===== src/rtl/ecc_scrub_ctrl.sv =====
// ecc_scrub_ctrl: background scrubber for a SEC-DED (72,64) protected array.
// It walks every word, reads it through the shared SEC-DED decoder and writes
// single-bit-corrected words back through the encoder. It counts SEC and DED events.
// Ports:
//   clk_i, rst_ni            clock and async active-low reset
//   en_i, clr_cnt_i          scrub enable, synchronous counter clear
//   mem_req_o/we/addr/wdata  array request to the arbiter, held until mem_gnt_i
//   mem_rvalid_i/rdata_i     read return
//   dec_in_o -> dec_*_i      registered read word into the shared decoder
//   enc_in_o -> enc_out_i    registered corrected data into the encoder
//   err_valid_o/uncorr/addr  per-error pulse with DED flag; address is sticky
//   corr_cnt_o/uncorr_cnt_o  saturating SEC and DED counters
module ecc_scrub_ctrl #(
    parameter int ADDR_W   = 10,
    parameter int INTERVAL = 256,
    parameter int CNT_W    = 16
) (
    input  logic              clk_i,
    input  logic              rst_ni,
    input  logic              en_i,
    input  logic              clr_cnt_i,
    output logic              mem_req_o,
    output logic              mem_we_o,
    output logic [ADDR_W-1:0] mem_addr_o,
    output logic [71:0]       mem_wdata_o,
    input  logic              mem_gnt_i,
    input  logic              mem_rvalid_i,
    input  logic [71:0]       mem_rdata_i,
    output logic [71:0]       dec_in_o,
    input  logic [63:0]       dec_data_i,
    input  logic              dec_sec_i,
    input  logic              dec_ded_i,
    output logic [63:0]       enc_in_o,
    input  logic [71:0]       enc_out_i,
    output logic              err_valid_o,
    output logic              err_uncorr_o,
    output logic [ADDR_W-1:0] err_addr_o,
    output logic [CNT_W-1:0]  corr_cnt_o,
    output logic [CNT_W-1:0]  uncorr_cnt_o
);

    localparam int IW = (INTERVAL > 1) ? $clog2(INTERVAL) : 1;

    typedef enum logic [2:0] {
        IDLE,
        RD_REQ,
        RD_WAIT,
        CHECK,
        WR_REQ
    } state_e;

    state_e             state_q, state_d;
    logic [ADDR_W-1:0]  ptr_q, ptr_d;
    logic [IW-1:0]      icnt_q, icnt_d;
    logic [71:0]        dec_in_q, dec_in_d;
    logic [63:0]        enc_in_q, enc_in_d;
    logic               err_valid_q, err_valid_d;
    logic               err_uncorr_q, err_uncorr_d;
    logic [ADDR_W-1:0]  err_addr_q, err_addr_d;
    logic [CNT_W-1:0]   corr_q, corr_d;
    logic [CNT_W-1:0]   uncorr_q, uncorr_d;
    logic               corr_inc, uncorr_inc;

    always_ff @(posedge clk_i or negedge rst_ni) begin
        if (!rst_ni) begin
            state_q      <= IDLE;
            ptr_q        <= '0;
            icnt_q       <= '0;
            dec_in_q     <= '0;
            enc_in_q     <= '0;
            err_valid_q  <= 1'b0;
            err_uncorr_q <= 1'b0;
            err_addr_q   <= '0;
            corr_q       <= '0;
            uncorr_q     <= '0;
        end else begin
            state_q      <= state_d;
            ptr_q        <= ptr_d;
            icnt_q       <= icnt_d;
            dec_in_q     <= dec_in_d;
            enc_in_q     <= enc_in_d;
            err_valid_q  <= err_valid_d;
            err_uncorr_q <= err_uncorr_d;
            err_addr_q   <= err_addr_d;
            corr_q       <= corr_d;
            uncorr_q     <= uncorr_d;
        end
    end

    always_comb begin
        state_d      = state_q;
        ptr_d        = ptr_q;
        icnt_d       = icnt_q;
        dec_in_d     = dec_in_q;
        enc_in_d     = enc_in_q;
        err_valid_d  = 1'b0;
        err_uncorr_d = err_uncorr_q;
        err_addr_d   = err_addr_q;
        corr_inc     = 1'b0;
        uncorr_inc   = 1'b0;

        unique case (state_q)
            IDLE: begin
                // Counter holds while disabled, so re-enabling resumes the gap.
                if (en_i) begin
                    if (icnt_q == IW'(INTERVAL - 1)) begin
                        icnt_d  = '0;
                        state_d = RD_REQ;
                    end else begin
                        icnt_d = icnt_q + 1'b1;
                    end
                end
            end
            RD_REQ: begin
                if (mem_gnt_i) state_d = RD_WAIT;
            end
            RD_WAIT: begin
                if (mem_rvalid_i) begin
                    dec_in_d = mem_rdata_i;
                    state_d  = CHECK;
                end
            end
            CHECK: begin
                // DED wins: an uncorrectable word is never rewritten.
                if (dec_ded_i) begin
                    err_valid_d  = 1'b1;
                    err_uncorr_d = 1'b1;
                    err_addr_d   = ptr_q;
                    uncorr_inc   = 1'b1;
                    ptr_d        = ptr_q + 1'b1;
                    state_d      = IDLE;
                end else if (dec_sec_i) begin
                    enc_in_d     = dec_data_i;
                    err_valid_d  = 1'b1;
                    err_uncorr_d = 1'b0;
                    err_addr_d   = ptr_q;
                    corr_inc     = 1'b1;
                    state_d      = WR_REQ;
                end else begin
                    ptr_d   = ptr_q + 1'b1;
                    state_d = IDLE;
                end
            end
            WR_REQ: begin
                if (mem_gnt_i) begin
                    ptr_d   = ptr_q + 1'b1;
                    state_d = IDLE;
                end
            end
            default: state_d = IDLE;
        endcase

        corr_d = corr_q;
        if (clr_cnt_i) corr_d = '0;
        else if (corr_inc && (corr_q != '1)) corr_d = corr_q + 1'b1;

        uncorr_d = uncorr_q;
        if (clr_cnt_i) uncorr_d = '0;
        else if (uncorr_inc && (uncorr_q != '1)) uncorr_d = uncorr_q + 1'b1;
    end

    assign mem_req_o    = (state_q == RD_REQ) || (state_q == WR_REQ);
    assign mem_we_o     = (state_q == WR_REQ);
    assign mem_addr_o   = mem_req_o ? ptr_q : '0;
    assign mem_wdata_o  = mem_we_o ? enc_out_i : '0;
    assign dec_in_o     = dec_in_q;
    assign enc_in_o     = enc_in_q;
    assign err_valid_o  = err_valid_q;
    assign err_uncorr_o = err_uncorr_q;
    assign err_addr_o   = err_addr_q;
    assign corr_cnt_o   = corr_q;
    assign uncorr_cnt_o = uncorr_q;

endmodule


===== config.mk =====
export PLATFORM = sky130hd
export DESIGN_NAME = ecc_scrub_ctrl
export DESIGN_NICKNAME = d
export VERILOG_FILES = /design/src/rtl/ecc_scrub_ctrl.sv
export SDC_FILE = /design/constraint.sdc
export NUM_CORES = 1
export LEC_CHECK = 0
export ABC_AREA = 1
export CAP_MARGIN = 40
export CORE_AREA = 5 5 182 184
export DETAILED_ROUTE_END_ITERATION = 16
export DIE_AREA = 0 0 187 189
export GPL_TIMING_DRIVEN = 0
export MAX_ROUTING_LAYER = met4
export SYNTH_ARGS = -nofsm -noshare
export SYNTH_HDL_FRONTEND = slang
export SYNTH_SLANG_ARGS = --single-unit

===== constraint.sdc =====
create_clock -name clk_i -period 2.2 [get_ports clk_i]
set_input_delay 0.33 -clock clk_i [delete_from_list [all_inputs] [get_ports clk_i]]
set_output_delay 0.33 -clock clk_i [all_outputs]
set_load 0.03 [all_outputs]

==> parameters.txt <==
Parameter                              Value

Power
  P per Cell Area    1260 nW/µm²
  Clock Power Share    20.5%
  Net switching power of the design    7760 µW
  Max IR drop VDD    628 µV
  Combinational power share    47.9%
  Leakage power    0.00744 µW
  Internal power of the cells    11400 µW
  Sequential group share of total power    31.6%
  Switching power share of the total    40.5%
  Tot Pwr    19100 µW

Cells and area
  Leading cell types in the layout, fill and taps excluded    clkdlybuf4s50_1 (394), nand2_1 (356), dfrtp_1 (201), inv_1 (121), nor2_1 (106)
  Final net count    1784
  Total non-filler cell area in the finished layout    15200 µm²
  Fill cell total of the finished layout    3034
  Layout cell share with drive strength beyond 1    16.6%
  Area growth from synthesis to final layout    65.0%
  Post-layout instance count excluding filler cells    1984
  Most frequent standard cell in the layout excluding fill and tap cells    clkdlybuf4s50_1

Hold path
  Critical hold path startpoint    dec_data_i[31]
  Type of the tightest min-delay check    in -> reg
  WHS Path Cells    3

GRT
  Largest net degree at the start of global routing    111
  First-pass GRT wire length    53000 µm
  GRT overflow    0
  Vias in the first global route    8675
  Antenna violations before repair    1
  GRT Util Overall    19.4%

CTS
  Clock input transition at the sequential cells of the worst setup and hold paths    60 ps
  Worst-case clock buffer depth    3
  Worst-skew pair later-pin latency    510 ps
  Maximum level of the CTS H-tree    1
  TritonCTS clock tree    built
  Total clock buffers created by CTS    25
  Clock root cell    clkbuf_16
  TritonCTS sink count    201

Die
  Area of the core    31200 µm²
  Floorplan row count    65
  Die Y    189 µm
  Overall die area    35300 µm²
  Initial cell density of the core    29.5%
  Horizontal extent of the die    187 µm
  Total I/O pin count    480

Logic synthesis
  Cell area after synthesis    9220 µm²
  Post-synthesis cell type count    30
  Synthesis-stage register bit count    201
  Avg Inst Size Synth    8.75 µm²
  Area fraction of the dominant cell type after synthesis    54.6%
  Sequential element share of the synthesized area    54.6%
  Number of warnings reported in the yosys synthesis log    0
  Synth top area cells    dfrtp_1 (55%), nand2_1 (15%), mux2_2 (7.7%)
  Post-synth net total    1273
  Gate count of the mapped netlist    1053
  Biggest area consumer among synthesized cells    dfrtp_1

Critical path
  Worst Path Arrival    1820 ps
  Setup crit start kind    register
  Critical Setup Path Class    reg -> out
  Launching element of the worst setup path    state_q[0]
  Largest stage delay, worst path    400 ps
  Sequence of cells on the critical path    inv_1 > nand3_2 > buf_8 > buf_4 > nor2_2 > buf_6
  Crit end category    primary output
  Data required time at the worst endpoint    1870 ps
  Count of cells along the worst register-to-register path    7
  Worst R2R Start    state_q[1]
  Critical path fanouts, max    10
  Master of the slowest instance on the critical path    dfrtp_1

Placement
  Post-Place Cell Area    14500 µm²
  Cell count after placement    1935
  Placed wire-length estimate    27500 µm
  Port Buffer Count    479
  GPL Wtd Cong    0.949

Detailed routing
  Post-DR wirelength/cell    17.5 µm
  Count of TritonRoute iterations in the first routing pass    5
  DRC violation count after routing    0
  Overall routed net length    34800 µm
  Detailed Route Iter0 Violations    436
  Post-DR vias/cell    4.34
  Final antenna-violating net count    0
  Total vias in the final route    8605

STA
  Max-slew violations    0
  Clock skew after layout    14.4 ps
  Final sum of negative setup slack    0 ps
  Relative slew slack    52.7%
  Hold violation total from the final report    0
  Period utilization    97.5%
  Setup repair after global routing missed its margin    true
  Shortest period the worst path allows    2150 ps
  Setup violators final    0
  Slew of the pin with the lowest slew margin    709 ps
  Maximum clock rate    466 MHz

Run
  Number of max-cap violations    0

Run status
  Outcome    complete, no violations
[power by group through the flow]
stage | Sequential [µW] | Combinational, µW | Clock [µW]
2_1_floorplan | 8730 | 2210 | 0
3_3_place_gp | 6040 | 9260 | 0
3_5_place_dp | 6090 | 9300 | 0
4_1_cts | 6050 | 9270 | 4070
5_1_grt | 6240 | 9720 | 4240
6_report | 6040 | 9170 | 3930
[critical path, delay by kind of cell (launching register included)]
| kind | cells | cell delay (ps) |
|---|---|---|
| flops | 1 | 400 |
| buf+inv | 4 | 610 |
| simple gates | 2 | 300 |
[metrics by stage]
stage               hold WS (ps)  setup slack [ps]  utilization (%)
global placement             453             -8280             46.5
finish                       354              53.9             48.7
global route                 342             -20.4             48.7
floorplan                   34.4               277                -
CTS                          330             -21.6             48.3
detailed placement           398              -500             46.6
[synth_stat cells (all sizes together)]
| cell | number |
|---|---|
| clkbuf | 4 |
| o21bai | 3 |
| xor2 | 18 |
| dfrtp | 201 |
| clkinv | 2 |
| buf | 33 |
| inv | 125 |
| or2 | 2 |
| nand4 | 24 |
| ha | 4 |
| a21oi | 4 |
| nand3 | 37 |
| o21ai | 26 |
| mux2 | 72 |
| nor3 | 3 |
| nand2 | 362 |
| and3 | 1 |
| a31o | 1 |
| xnor2 | 4 |
| nor2 | 127 |
[sequential cells by signal, summed over array words and instances (netlist names)]
signal,count
enc_in_o,64
err_valid_o,1
uncorr_cnt_o,16
dec_in_o,72
corr_cnt_o,16
icnt_q,8
ptr_q,10
err_addr_o,10
err_uncorr_o,1
state_q,3
[final timing paths]
check	endpoint	slack [ps]
setup reg to reg	enc_in_o[62]	420
setup / recovery	mem_wdata_o[51]	50
hold / removal	enc_in_o[31]	350
hold reg to reg	enc_in_o[28]	470
max in group asynchronous	enc_in_o[46]	710
min in group asynchronous	dec_in_o[71]	440
[routing by layer]
| metal | global-route usage [%] | vias up | routed length (µm) |
|---|---|---|---|
| met3 | 6.69 | 38 | 3010 |
| li1 | - | 4276 | - |
| met2 | 31.7 | 304 | 16600 |
| met4 | 3.61 | 0 | 648 |
| met1 | 23.8 | 3987 | 14600 |
| met5 | - | - | 0 |
[area by class of cell]
type	count	area (µm²)	share of cell area [%]
flip-flops and latches	201	5030	33.1
repair buffers	484	4630	30.4
multi-input cells	688	3550	23.4
clock buffers	34	709	4.66
well taps	402	503	3.31
inverters	127	484	3.18
plain buffers	37	213	1.40
clock inverters	10	83.8	0.551
diodes	1	2.50	0.0165
[logic make-up after synthesis]
family / Yosys count / share of synthesized area (%)
muxes: 72 / 8.80
buffers and inverters: 164 / 7.28
adders and majority gates: 4 / 0.543
DFF: 201 / 54.6
xor gates and xnor gates: 22 / 2.09
and+or+nand+nor: 556 / 24.7
AOI/OAI and AO/OA: 34 / 2.05
[what timing repair did]
| action | 4_1_cts | 5_1_grt |
|---|---|---|
| setup buffers | 2 | 1 |
| hold buffers | 1 | 0 |
| gates resized for setup | 421 | 105 |
| setup endpoints to repair | 84 | 83 |
| endpoints found under the hold margin | 91 | 0 |
| pin swaps | 0 | 1 |
No activity file was read; power rests on OpenSTA's default activity.
